`src/rtl/regfile_wb_queue.sv`:
```
// regfile_wb_queue: write-back queue in front of the 32x32 register file
// write port. Two producers (A = ALU, B = load unit) push {wn, d} results
// in program order (A older than B when both are accepted together);
// the queue drains one register-file write per cycle from its head.
//
// Optional feature: define WB_FWD_EN to build the lookup port (lk_n ->
// lk_hit/lk_d) that forwards the youngest pending value for a register.
// Without WB_FWD_EN, lk_hit and lk_d are tied to 0 and lk_n is ignored.
module regfile_wb_queue #(
  parameter int DEPTH = 4
) (
  input  logic                     clk,
  input  logic                     clr,
  input  logic                     a_valid,
  output logic                     a_ready,
  input  logic [4:0]               a_wn,
  input  logic [31:0]              a_d,
  input  logic                     b_valid,
  output logic                     b_ready,
  input  logic [4:0]               b_wn,
  input  logic [31:0]              b_d,
  output logic                     we,
  output logic [4:0]               wn,
  output logic [31:0]              d,
  output logic [$clog2(DEPTH):0]   pending,
  input  logic [4:0]               lk_n,
  output logic                     lk_hit,
  output logic [31:0]              lk_d
);

  localparam int AW = $clog2(DEPTH);
  localparam int CW = $clog2(DEPTH) + 1;

  // FIFO storage and control state
  logic [4:0]    mem_wn_r [DEPTH];
  logic [31:0]   mem_d_r  [DEPTH];
  logic [AW-1:0] rd_ptr_r;
  logic [AW-1:0] wr_ptr_r;
  logic [CW-1:0] count_r;

  // Handshake / update terms
  logic [CW-1:0] free_s;
  logic          a_fire_s;
  logic          b_fire_s;
  logic          a_push_s;
  logic          b_push_s;
  logic          pop_s;
  logic [1:0]    push_cnt_s;
  logic [AW-1:0] b_slot_s;
  logic [AW-1:0] wr_ptr_next_s;
  logic [AW-1:0] rd_ptr_next_s;
  logic [CW-1:0] count_next_s;

  // Free slots and ready rules; free deliberately ignores the same-cycle
  // drain so the readies depend only on registered count and a_valid.
  always_comb begin
    free_s  = CW'(DEPTH) - count_r;
    a_ready = (free_s >= CW'(1));
    b_ready = (free_s >= CW'(2)) || ((free_s >= CW'(1)) && !a_valid);
  end

  // Accept/enqueue decisions: r0 destinations complete the handshake but
  // are dropped, since r0 is never written.
  always_comb begin
    a_fire_s   = a_valid && a_ready;
    b_fire_s   = b_valid && b_ready;
    a_push_s   = a_fire_s && (a_wn != 5'd0);
    b_push_s   = b_fire_s && (b_wn != 5'd0);
    pop_s      = (count_r != CW'(0));
    push_cnt_s = {1'b0, a_push_s} + {1'b0, b_push_s};
  end

  // Slot for B: directly after A's slot when A also enqueues this cycle
  always_comb begin
    if (a_push_s) begin
      b_slot_s = wr_ptr_r + AW'(1);
    end else begin
      b_slot_s = wr_ptr_r;
    end
  end

  // Next-state arithmetic for pointers (wrap modulo DEPTH) and count
  always_comb begin
    wr_ptr_next_s = wr_ptr_r + AW'(push_cnt_s);
    rd_ptr_next_s = rd_ptr_r + AW'(pop_s);
    count_next_s  = count_r + CW'(push_cnt_s) - CW'(pop_s);
  end

  // Pointer and count registers with synchronous clear
  always_ff @(posedge clk) begin
    if (clr) begin
      rd_ptr_r <= '0;
      wr_ptr_r <= '0;
      count_r  <= '0;
    end else begin
      rd_ptr_r <= rd_ptr_next_s;
      wr_ptr_r <= wr_ptr_next_s;
      count_r  <= count_next_s;
    end
  end

  // Entry storage writes; contents need no reset because the count gates use
  always_ff @(posedge clk) begin
    if (clr) begin
      // Pushes in a clear cycle are discarded along with the pointers.
    end else begin
      if (a_push_s) begin
        mem_wn_r[wr_ptr_r] <= a_wn;
        mem_d_r[wr_ptr_r]  <= a_d;
      end
      if (b_push_s) begin
        mem_wn_r[b_slot_s] <= b_wn;
        mem_d_r[b_slot_s]  <= b_d;
      end
    end
  end

  // Drain port driven only from registered state (no bypass from inputs)
  always_comb begin
    we      = (count_r != CW'(0));
    pending = count_r;
    if (we) begin
      wn = mem_wn_r[rd_ptr_r];
      d  = mem_d_r[rd_ptr_r];
    end else begin
      wn = 5'd0;
      d  = 32'd0;
    end
  end

`ifdef WB_FWD_EN
  logic [AW-1:0] lk_idx_s;

  // Lookup: scan oldest to youngest so the last match (youngest) wins;
  // the head entry being written this cycle still counts.
  always_comb begin
    lk_hit   = 1'b0;
    lk_d     = 32'd0;
    lk_idx_s = rd_ptr_r;
    for (int i = 0; i < DEPTH; i++) begin
      lk_idx_s = rd_ptr_r + AW'(i);
      if ((CW'(i) < count_r) && (lk_n != 5'd0) && (mem_wn_r[lk_idx_s] == lk_n)) begin
        lk_hit = 1'b1;
        lk_d   = mem_d_r[lk_idx_s];
      end else begin
        lk_hit = lk_hit;
        lk_d   = lk_d;
      end
    end
  end
`else
  logic unused_lk_s;

  // Lookup disabled: outputs tied off, lookup number ignored
  always_comb begin
    unused_lk_s = ^lk_n;
    lk_hit      = 1'b0;
    lk_d        = 32'd0;
  end
`endif

endmodule

```
`config.mk`:
```
export PLATFORM = sky130hd
export DESIGN_NAME = regfile_wb_queue
export DESIGN_NICKNAME = d
export VERILOG_FILES = /design/src/rtl/regfile_wb_queue.sv
export SDC_FILE = /design/constraint.sdc
export NUM_CORES = 1
export LEC_CHECK = 0
export ABC_CLOCK_PERIOD_IN_PS = 8000
export CORE_ASPECT_RATIO = 0.5
export CORE_UTILIZATION = 30
export CTS_BUF_LIST = sky130_fd_sc_hd__clkbuf_8
export DETAILED_ROUTE_END_ITERATION = 8
export HOLD_SLACK_MARGIN = 0.1
export REMOVE_ABC_BUFFERS = 1
export SLEW_MARGIN = 30
export SYNTH_ARGS = -nofsm -noshare
export SYNTH_HDL_FRONTEND = slang
export SYNTH_SLANG_ARGS = --single-unit
```
`constraint.sdc`:
```
create_clock -name clk -period 8 [get_ports clk]
set_input_delay 0.8 -clock clk [delete_from_list [all_inputs] [get_ports clk]]
set_output_delay 0.8 -clock clk [all_outputs]
set_load 0.005 [all_outputs]
```
; ---- Word level (Yosys, flattened, before mapping)
; Memory sizes are Yosys's and may differ from the RTL's. A register that Yosys moved wholly into a read port is not among the register bits.
; Index checks and enable logic that the tools add are counted.
[classes]
addsub = 7
magnitude_cmp = 2
muxes = 11
reduce_logical = 10
[ops]
columns = op, count
row1 = 2-to-1 mux 32 bit, 1
row2 = nonzero test 5 bit, 2
row3 = 2-to-1 mux 1 bit, 6
row4 = 2-to-1 mux 2 bit, 3
row5 = logical AND 1 bit, 5
row6 = 2-to-1 mux 5 bit, 1
row7 = adder 3 x 2 -> 3 bit, 1
row8 = ">= comparator 3 x 1 -> 1 bit, second input constant", 1
row9 = ">= comparator 3 x 2 -> 1 bit, second input constant", 1
row10 = nonzero test 3 bit, 1
row11 = subtractor 3 x 1 -> 3 bit, 1
row12 = "subtractor 3 bit, first input constant", 1
row13 = adder 1 x 1 -> 2 bit, 1
row14 = adder 2 x 1 -> 2 bit, 1
row15 = "adder 2 x 1 -> 2 bit, second input constant", 1
row16 = adder 2 bit, 1
row17 = logical NOT 1 bit, 1
row18 = logical OR 1 bit, 1
[totals]
regBits = 7
mem_bits_rw = 148
inputBits = 83
mem_count = 2
[memory_table]
columns = name, words, width, read_ports, rd_ports_with_merged_regs, wr, line_no
row1 = mem_d_r, 4, 32, 1, 1, 2, 36  ; logic [31:0] mem_d_r [DEPTH];
row2 = mem_wn_r, 4, 5, 1, 1, 2, 35  ; logic [4:0] mem_wn_r [DEPTH];

; ---- Longest topological paths before layout
; Gate-level depths: netlist of run 1.
[logic_depth]
ltp_word = 9
ltp_mapped = 17
ltp_nobuf = 16

; ---- Worst setup path after synthesis of run 1
; Ideal clock, no wire load.
[synth_path]
path_kind = reg-to-reg
startpoint = register count_r[0] (netlist: pending[0])
endpoint = memory mem_d_r[1][0], enable pin
setup_time_ps = 441
arrival_time_ps = 4044
t_required_ps = 7559
slack_ps = 3514
path_stages_with_launch = 11
synth_period_minus_slack_ps = 4486
path_cell_list = dfxtp_1 -> inv_1 -> ha_1 -> ha_1 -> or4b_1 -> o211a_1 -> buf_6 -> o22a_1 -> buf_4 -> buf_2 -> o2bb2ai_1
[synth_lines]
columns = item, line_no
row1 = "start, declared", 39  ; logic [CW-1:0] count_r;
row2 = "start signal, assigned", 98  ; count_r <= count_next_s;
row3 = "end, declared", 36

==> results of run 1 <==
## layer usage
| layer | track usage [%] | share of wire (%) |
|---|---|---|
| met5 | 0 | 0.042 |
| met4 | 9.46 | 3.0 |
| met3 | 3.95 | 9.7 |
| met2 | 32.8 | 50 |
| met1 | 23.4 | 38 |
## through the flow
| stage | area [um2] | utilization [%] | worst slack, ps |
|---|---|---|---|
| floorplan | 8730 | - | 533 |
| global placement | 10700 | 35.3 | 3500 |
| detailed placement | 10700 | 35.3 | 3460 |
| CTS | 11100 | 36.6 | 3780 |
| global route | 11100 | 36.6 | 3640 |
| finish | 11100 | 36.6 | 3750 |
## critical path: cells and delay by family (launching register included)
kind | cells | cell delay (ps)
DFF | 1 | 460
AOI/OAI and AO/OA | 3 | 740
and+or+nand+nor | 1 | 580
adders and majority gates | 2 | 490
buffers and inverters | 4 | 1660
## final cells by class
| cell class | count | area share [%] |
|---|---|---|
| repair buffers | 141 | 12.2 |
| inverters | 11 | 0.371 |
| clock buffers | 17 | 2.10 |
| clock inverters | 15 | 1.37 |
| multi-input cells | 536 | 38.2 |
| well taps | 399 | 4.49 |
| flip-flops and latches | 155 | 41.3 |
## synthesized netlist by cell type (all sizes together), types with 6 or more instances
master	instances	area, um2
nor2	8	40.0
inv	11	41.3
ha	14	175
mux4	37	833
nand2	6	22.5
dfxtp	7	140
edfxtp	148	4440
buf	63	438
o221ai	148	1300
nand3	37	185
and2	38	238
clkbuf	58	218
o21ai	185	926
## cells in the final DEF, fill, tap and decap left out, types with 11 or more instances in the layout
master / instances
o21ai_0: 182
o221ai_1: 148
edfxtp_1: 148
clkdlybuf4s50_1: 120
and2_1: 38
nand3_1: 37
mux4_2: 37
conb_1: 33
buf_4: 21
clkbuf_8: 17
ha_1: 14
inv_1: 11
## sequential cells by signal (all words and copies together), names as in the netlist
name and count:
wr_ptr_r 2, rd_ptr_r 2, mem_d_r 128, pending 3
mem_wn_r 20
## logic make-up after synthesis
group,count (synthesis),share of synthesized area [%]
AO/OA/AOI/OAI,347,25.4
XOR/XNOR,5,0.473
adder cells (fa/ha/maj),15,2.11
buffers and inverters,132,7.52
flip-flops,155,49.5
multiplexers,37,8.99
other,1,0.0405
AND/OR/NAND/NOR,99,6.03
## power groups by stage
stage | Combinational [mW] | Sequential, mW | Clock, mW
5_1_grt | 2.31 | 1.22 | 0.619
4_1_cts | 2.16 | 1.21 | 0.589
6_report | 2.19 | 1.20 | 0.589
3_3_place_gp | 2.13 | 1.21 | 0
2_1_floorplan | 1.06 | 1.27 | 0
3_5_place_dp | 2.15 | 1.22 | 0
## final timing paths
kind	from	end	cells after the start
setup / recovery	pending[0]	mem_d_r[2][11]	10
hold / removal	rd_ptr_r[1]	rd_ptr_r[1]	2
setup reg to reg	pending[0]	mem_d_r[2][11]	10
hold reg to reg	rd_ptr_r[1]	rd_ptr_r[1]	2
==> impl_results.md, run 1 <==
* Total CTS buffers at 17
* Area of the multi-input gates at 4240 um2
* Starting density of the core at 30.5%
* Crit path capture type: flip-flop
* Worst vdd rail ir drop at 0.000246 V
* Post-cts sizing count at 0
* Syn Area/Cell at 11.7 um2
* Leak at 3.26 nW
* Mapped Cells at 791
* Post-CTS Setup Inserts at 0
* Iteration-0 DRC Markers at 1,084
* Drt wl/cell at 24.6 um
* Max-Cap Viols at 0
* Initial antenna violation count at 2
* Rows at 45
* Logic pwr share at 55.0%
* Slew @ Worst Pin at just under 900 ps
* # DRC at 0
* Hold Path Class: reg2reg
* Detailed-placement wirelength estimate at 16,700 um
* Warning count from the yosys run at 0
* # IOs at 159
* Fraction of registers with async set/reset at 0%
* Post-synth cell types at 34
* WHS at 597 ps
* Worst EP arrival at 4420 ps
* Psw at about 1.7 mW
* Clock buffer depth at 2
* H-tree depth at 4
* Final hold viol count at 0
* Startpoint types: flip-flop
* Hold Buf Count CTS at 0
* Die Width at approximately 250 um
* CP Data Required Time at 8170 ps
* CP Max Fanout at 76
* Die area at 31,600 um2
* Outcome: complete, no violations
* Via-to-Cell Ratio at slightly above 6
* Internal power at 2.25 mW
* Sequential cell area at roughly 4600 um2
* CORE AREA at 30,300 um2
* First-pass GRT wire length at 46,300 um
* Final Non-Filler Cells at 1,274
* Dpl cells at 1,242
* RePlAce Congestion at 0.790
* R2R setup slack at 3750 ps
* Post-synth top flop: edfxtp_1
* Num Clock Sinks at 155
* # diodes at 0
* Post-synth EDFFs at about 150
* Top achievable clock speed at 235 MHz
* CP most frequent cell: buf_4
* Final period util at 53.1%
* Clk network pwr share at 14.8%
* Crit path kind: reg2reg
* Layout cell share with drive strength beyond 1 at 12.1%
* RSZ-0062 raised after global routing: no
* Routed WL at 31,300 um
* Setup violations, final at 0
* Total number of vias at 7,909
* Post-route ant nets at 0
* Clock slew at reported path FFs at ~90 ps
* IO buf count at 120
* Net total in the final layout at 960
* Clk Latency, worst-skew pair at between 400 and 500 ps
* Seq cells post-synth at 155
* Vias in the first global route at around 8,000
* Crit-path max cell delay at between 600 and 700 ps
* Height of the die at 126 um
* Slowest cell on crit path: buf_4
* Clk Tree Root Cell: clkbuf_8
* Sw frac at between 40% and 50%
* Fin. max-slew vios at 0
* Area delta synth->final at 20.0%
* Seq/Total Area, Yosys at about half
* Layout Skew at 15.9 ps
* Setup TNS at 0 ps
* Total power at about 4.0 mW
* CTS tree: done
* Filler cell count at 2,904
* CP cell instances: inv_1 -> ha_1 -> ha_1 -> or4b_1 -> o2111ai_4 -> buf_4 -> o22a_1 -> buf_4 -> o2bb2ai_4 -> buf_4
* Fin crit period at 4250 ps
* Max_slew headroom at 41.8%
* Largest net degree at the start of global routing at 82
* Power Density at between 300 and 400 nW/um2
* Synthesized area at just over 9000 um2
* Gr ovfl total at 0
* GRT Total Usage at 19.3%
* DR pass1 iterations at 7
* Seq pwr share at 30.2%
Note: power is estimated with default switching activity, not from simulation.
==> run 2: changes to the inputs <==
--- a/config.mk
+++ b/config.mk
@@ -5,7 +5,7 @@
 export SDC_FILE = /design/constraint.sdc
 export NUM_CORES = 1
 export LEC_CHECK = 0
-export ABC_CLOCK_PERIOD_IN_PS = 8000
+export ABC_CLOCK_PERIOD_IN_PS = 3400
 export CORE_ASPECT_RATIO = 0.5
 export CORE_UTILIZATION = 30
 export CTS_BUF_LIST = sky130_fd_sc_hd__clkbuf_8
==> constraint.sdc (replaced) <==
create_clock -name clk -period 3.4 [get_ports clk]
set_input_delay 0.34 -clock clk [delete_from_list [all_inputs] [get_ports clk]]
set_output_delay 0.34 -clock clk [all_outputs]
set_load 0.005 [all_outputs]
==> run 2 against run 1 <==
Net effect:
- sequential power up 140%
- maximum frequency grew 32%
- highest routed layer is now met4
- final area rose by 3.5%
- flip-flop and latch count unchanged
- critical endpoint is now pending[2]
==> impl_results.md, run 2 (synthesis gave the netlist of run 1 again) <==
* Setup violations, final at 0
* Post-CTS Setup Inserts at 0
* Die area at roughly 32,000 um2
* CP cell instances: inv_1 -> ha_1 -> ha_1 -> or4b_4 -> o211a_1 -> ha_1 -> inv_1 -> ha_1 -> inv_1 -> ha_1 -> inv_1 -> fa_1 -> xnor2_1 -> xnor2_1 -> nor2_1
* CP Data Required Time at 3740 ps
* Total power at 9.75 mW
* First-pass GRT wire length at 46,300 um
* DRT met1 WL at between 10,000 and 15,000 um
* Startpoint types: flip-flop
* Clock buffer depth at 2
* Worst Hold Path EP: rd_ptr_r[0]
* H-tree depth at 4
* Area delta synth->final at 24.1%
* CP most frequent cell: ha_1
* Net total in the final layout at 991
* Rows at between 40 and 50
* Commonest non-fill, non-tap cells in the layout: o21ai_0, o221ai_1, edfxtp_1
* GRT Total Usage at 19.4%
* Metal2 WL at 15,700 um
* Setup TNS at 0 ps
* Routed wl met3 at 3250 um
* Fin. max-slew vios at 0
* Crit path kind: reg2reg
* Final hold viol count at 0
* Die Width at 251 um
* Clk Tree Root Cell: clkbuf_8
* Leak at around 3.4 nW
* Max reg flops at 128
* Vias in the first global route at 8,108
* Largest net degree at the start of global routing at 82
* CP Max Fanout at 4
* Final Non-Filler Cells at 1,306
* Crit-path leading delay family: adder cells
* Drt wl/cell at 24.2 um
* DR pass1 iterations at 5
* Hold depth at 2
* Top achievable clock speed at 311 MHz
* Initial antenna violation count at 1
* Clock slew at reported path FFs at ~90 ps
* R2R cell count at 15
* Filler cell count at 2,827
* Reg2reg end: pending[2]
* Layout Skew at 14.3 ps
* Biggest register: mem_d_r
* Worst vdd rail ir drop at about 0.00045 V
* RePlAce Congestion at 0.798
* Height of the die at 126 um
* CTS tree: done
* Worst path bufs/invs at 4
* Layout cell share with drive strength beyond 1 at 15.5%
* Gr ovfl total at 0
* Crit-path max cell delay at 460 ps
* Dpl cells at 1,273
* IO buf count at between 100 and 150
* R2R setup slack at 180 ps
* Most common cell after layout, fill and taps aside: o21ai_0
* Fin crit period at 3220 ps
* Clk Latency, worst-skew pair at 470 ps
* Worst hold start: rd_ptr_r[0]
* Slowest cell on crit path: or4b_4
* Max_slew headroom at 42.9%
* Starting density of the core at 30.5%
* Hold Path Class: reg2reg
* # IOs at around 160
* Total CTS buffers at 17
* Hold Buf Count CTS at 0
* Detailed-placement wirelength estimate at around 18,000 um
* Routed WL at roughly 32,000 um
* Slew @ Worst Pin at 857 ps
* Max layer used: met4
* Num Clock Sinks at 155
* Outcome: complete, no violations
* # DRC at 0
* Crit path capture type: flip-flop
* Worst R2R Start: pending[1]
* Iteration-0 DRC Markers at 931
* Worst EP arrival at 3560 ps
* Post-route ant nets at 0
* RSZ-0062 raised after global routing: no
* Power Density at 848 nW/um2
* Final period util at 94.7%
* CORE AREA at 30,300 um2
* Total number of vias at 8,046
* Max-Cap Viols at 0
* Via-to-Cell Ratio at between 6 and 7
## run 2: per-stage QoR
step | setup slack, ps | hold WS, ps | utilization [%] | instance area [um2]
2_1_floorplan | -4070 | 407 | - | 8730
3_3_place_gp | -80.9 | 645 | 36.6 | 11100
3_5_place_dp | -111 | 657 | 36.6 | 11100
4_1_cts | 103 | 678 | 37.9 | 11500
5_1_grt | 1.26 | 696 | 37.9 | 11500
6_report | 180 | 670 | 37.9 | 11500
## run 2: power breakdown
group	switching, mW	internal [mW]
Clock	0.776	0.666
Combinational	3.24	2.24
Sequential	0.149	2.68
## run 2: layout make-up
cell class	instances	area (um2)	share of cell area, %
Tap cell	399	499	4.34
Timing Repair Buffer	172	1730	15.0
Antenna cell	1	2.50	0.0218
Multi-Input combinational cell	536	4240	36.9
Clock inverter	15	166	1.45
Sequential cell	155	4590	39.9
Clock buffer	17	234	2.03
Inverter	11	41.3	0.359
## run 2: worst register-to-register path, delay by kind of cell, from the launching register on
family,cells,cell delay (ps)
XOR/XNOR,2,340
adder cells (fa/ha/maj),6,1530
AO/OA/AOI/OAI,1,170
buffers and inverters,4,220
AND/OR/NAND/NOR,2,510
flip-flops,1,360
## run 2: worst max path at each step
stage	start	to	slack, ps	depth (start not counted)
after global placement	b_wn[1]	pending[2]	-80	14
after CTS	pending[1]	pending[2]	100	15
after floorplan	wr_ptr_r[0]	mem_d_r[0][0]	-4070	6
final	pending[1]	pending[2]	180	15
after global routing	pending[1]	pending[2]	1	15
after detailed placement	b_wn[1]	pending[2]	-110	14
## run 2: what timing repair did
item,4_1_cts,5_1_grt
endpoints found under the hold margin,0,0
resized for setup,0,2
setup endpoints to repair,0,1
## run 2: per-layer routing
metal / up-vias / GRT usage (%)
met2: 560 / 33.8
met4: 0 / 10.1
met1: 3981 / 22.8
met5: - / 0
li1: 3416 / -
met3: 89 / 3.89
==> run 3: changes to the inputs <==
==> constraint.sdc (replaced) <==
create_clock -name clk -period 3.4 [get_ports clk]
set_input_delay 0.34 -clock clk [delete_from_list [all_inputs] [get_ports clk]]
set_output_delay 0.34 -clock clk [all_outputs]
set_load 0.01 [all_outputs]
==> run 3 against run 2 <==
Net effect:
- final area increased by 0.37%
- total power increased by 2.1%
- combinational power increased by 3.6%
- sequential share of layout area decreased by 0.15 points
- critical endpoint unchanged
==> impl_results.md, run 3 (synthesis gave the netlist of run 1 again) <==
* Outcome: complete, no violations
* Iteration-0 DRC Markers at 925
* # IOs at 159
* Post-route ant nets at 0
* Leak at about 3.5 nW
* CP cell instances: inv_1 -> ha_1 -> ha_1 -> or4b_1 -> o211a_1 -> ha_1 -> inv_1 -> ha_1 -> inv_1 -> ha_1 -> inv_1 -> fa_1 -> xnor2_1 -> xnor2_1 -> nor2_1
* Hold depth at 3
* Total CTS buffers at 17
* Worst vdd rail ir drop at 0.000431 V
* WHS at 693 ps
* Final Non-Filler Cells at approximately 1,300
* CP Data Required Time at roughly 3700 ps
* Num Clock Sinks at between 150 and 200
* Dpl cells at 1,275
* RePlAce Congestion at 0.806
* Gr ovfl total at 0
* IO buf count at 120
* Height of the die at 126 um
* Crit path kind: reg2reg
* GRT Total Usage at 19.5%
* # DRC at 0
* Reg2reg end: pending[2]
* Power Density at 862 nW/um2
* Worst R2R Start: pending[1]
* Sequential cell area at 4590 um2
* Total number of vias at around 8,000
* Clock slew at reported path FFs at approximately 90 ps
* Net total in the final layout at roughly 990
* Fin. max-slew vios at 0
* Die area at 31,600 um2
* Drt wl/cell at 24.2 um
* Slowest cell on crit path: or4b_1
* Worst Hold Path EP: pending[2]
* Starting density of the core at 30.5%
* RSZ-0062 raised after global routing: no
* Filler cell count at roughly 2,800
* Commonest non-fill, non-tap cells in the layout: o21ai_0, o221ai_1, edfxtp_1
* DR pass1 iterations at 5
* Biggest register: mem_d_r
* First-pass GRT wire length at roughly 46,000 um
* Crit path capture type: flip-flop
* Top achievable clock speed at a little over 300 MHz
* R2R cell count at 15
* Rows at 45
* CP most frequent cell: ha_1
* Max-Cap Viols at 0
* CTS tree: done
* Area of the multi-input gates at approximately 4200 um2
* Hold Buf Count CTS at 0
* Detailed-placement wirelength estimate at 18,200 um
* Layout cell share with drive strength beyond 1 at 15.5%
* Hold Path Class: reg2reg
* Largest net degree at the start of global routing at 75
* Final hold viol count at 0
* Final period util at a little over nine tenths
* Max reg flops at approximately 130
* Worst hold start: pending[2]
* Via-to-Cell Ratio at 6.15
* Crit-path max cell delay at roughly 460 ps
* CP Max Fanout at 4
* Area delta synth->final at 24.6%
* Die Width at 251 um
* Setup violations, final at 0
* Slew @ Worst Pin at slightly below 800 ps
* Clk Tree Root Cell: clkbuf_8
* Startpoint types: flip-flop
* CORE AREA at slightly above 30,000 um2
* Clock buffer depth at 2
* Clk Latency, worst-skew pair at 470 ps
* Most common cell after layout, fill and taps aside: o21ai_0
* Vias in the first global route at 7,922
* Layout Skew at 13.5 ps
* H-tree depth at 4
* Initial antenna violation count at 1
* Worst EP arrival at ~3600 ps
* Max_slew headroom at 48.4%
* Routed WL at 31,600 um
* Fin crit period at 3210 ps
* R2R setup slack at 190 ps
## run 3: through the flow
step	setup TNS, ps	util, %	setup WS, ps	area [um2]	power [mW]
after CTS	0	38.0	95.9	11500	9.91
final	0	38.0	193	11500	9.95
after detailed placement	-57.5	36.7	-57.5	11100	8.48
after floorplan	-914760	-	-4070	8730	5.62
after global routing	0	38.0	3.60	11500	10.4
after global placement	-77.7	36.7	-77.7	11100	8.40
## run 3: critical path: cells and delay by family, from the launching register on
kind / cells / cell delay, ps
fa+ha+maj: 6 / 1500
simple gates: 2 / 510
compound gates: 1 / 170
buf+inv: 4 / 210
xor+xnor: 2 / 300
flops: 1 / 380
## run 3: worst max-delay path by stage
stage / from / end / slack (ps) / depth (start not counted)
global placement: b_wn[1] / pending[2] / -80 / 14
floorplan: wr_ptr_r[0] / mem_d_r[0][0] / -4070 / 6
detailed placement: b_wn[1] / pending[2] / -60 / 14
CTS: pending[1] / pending[2] / 100 / 15
global route: pending[1] / pending[2] / 4 / 15
finish: pending[1] / pending[2] / 190 / 15
## run 3: what timing repair did
item / 4_1_cts / 5_1_grt
resized for setup: 0 / 2
hold endpoints to repair: 0 / 0
buffers inserted: 0 / 0
setup endpoints to repair: 0 / 17
## run 3: power breakdown
part	internal [mW]	switching [mW]
Clock	0.623	0.823
Sequential	2.68	0.142
Combinational	2.27	3.41
Total	5.58	4.38
## run 3: area by class of cell
cell class	count	share of cell area, %
inverter	11	0.358
sequential	155	39.8
multi-input combinational	536	36.7
clock buffer	17	2.03
timing repair buffer	174	15.4
clock inverter	15	1.46
antenna	1	0.0217
tap	399	4.32
## run 3: routing by layer
layer	global-route usage [%]	part of all wire, %
met5	0	0
met4	10.3	3.5
met3	3.84	11
met2	33.3	50
met1	23.4	36
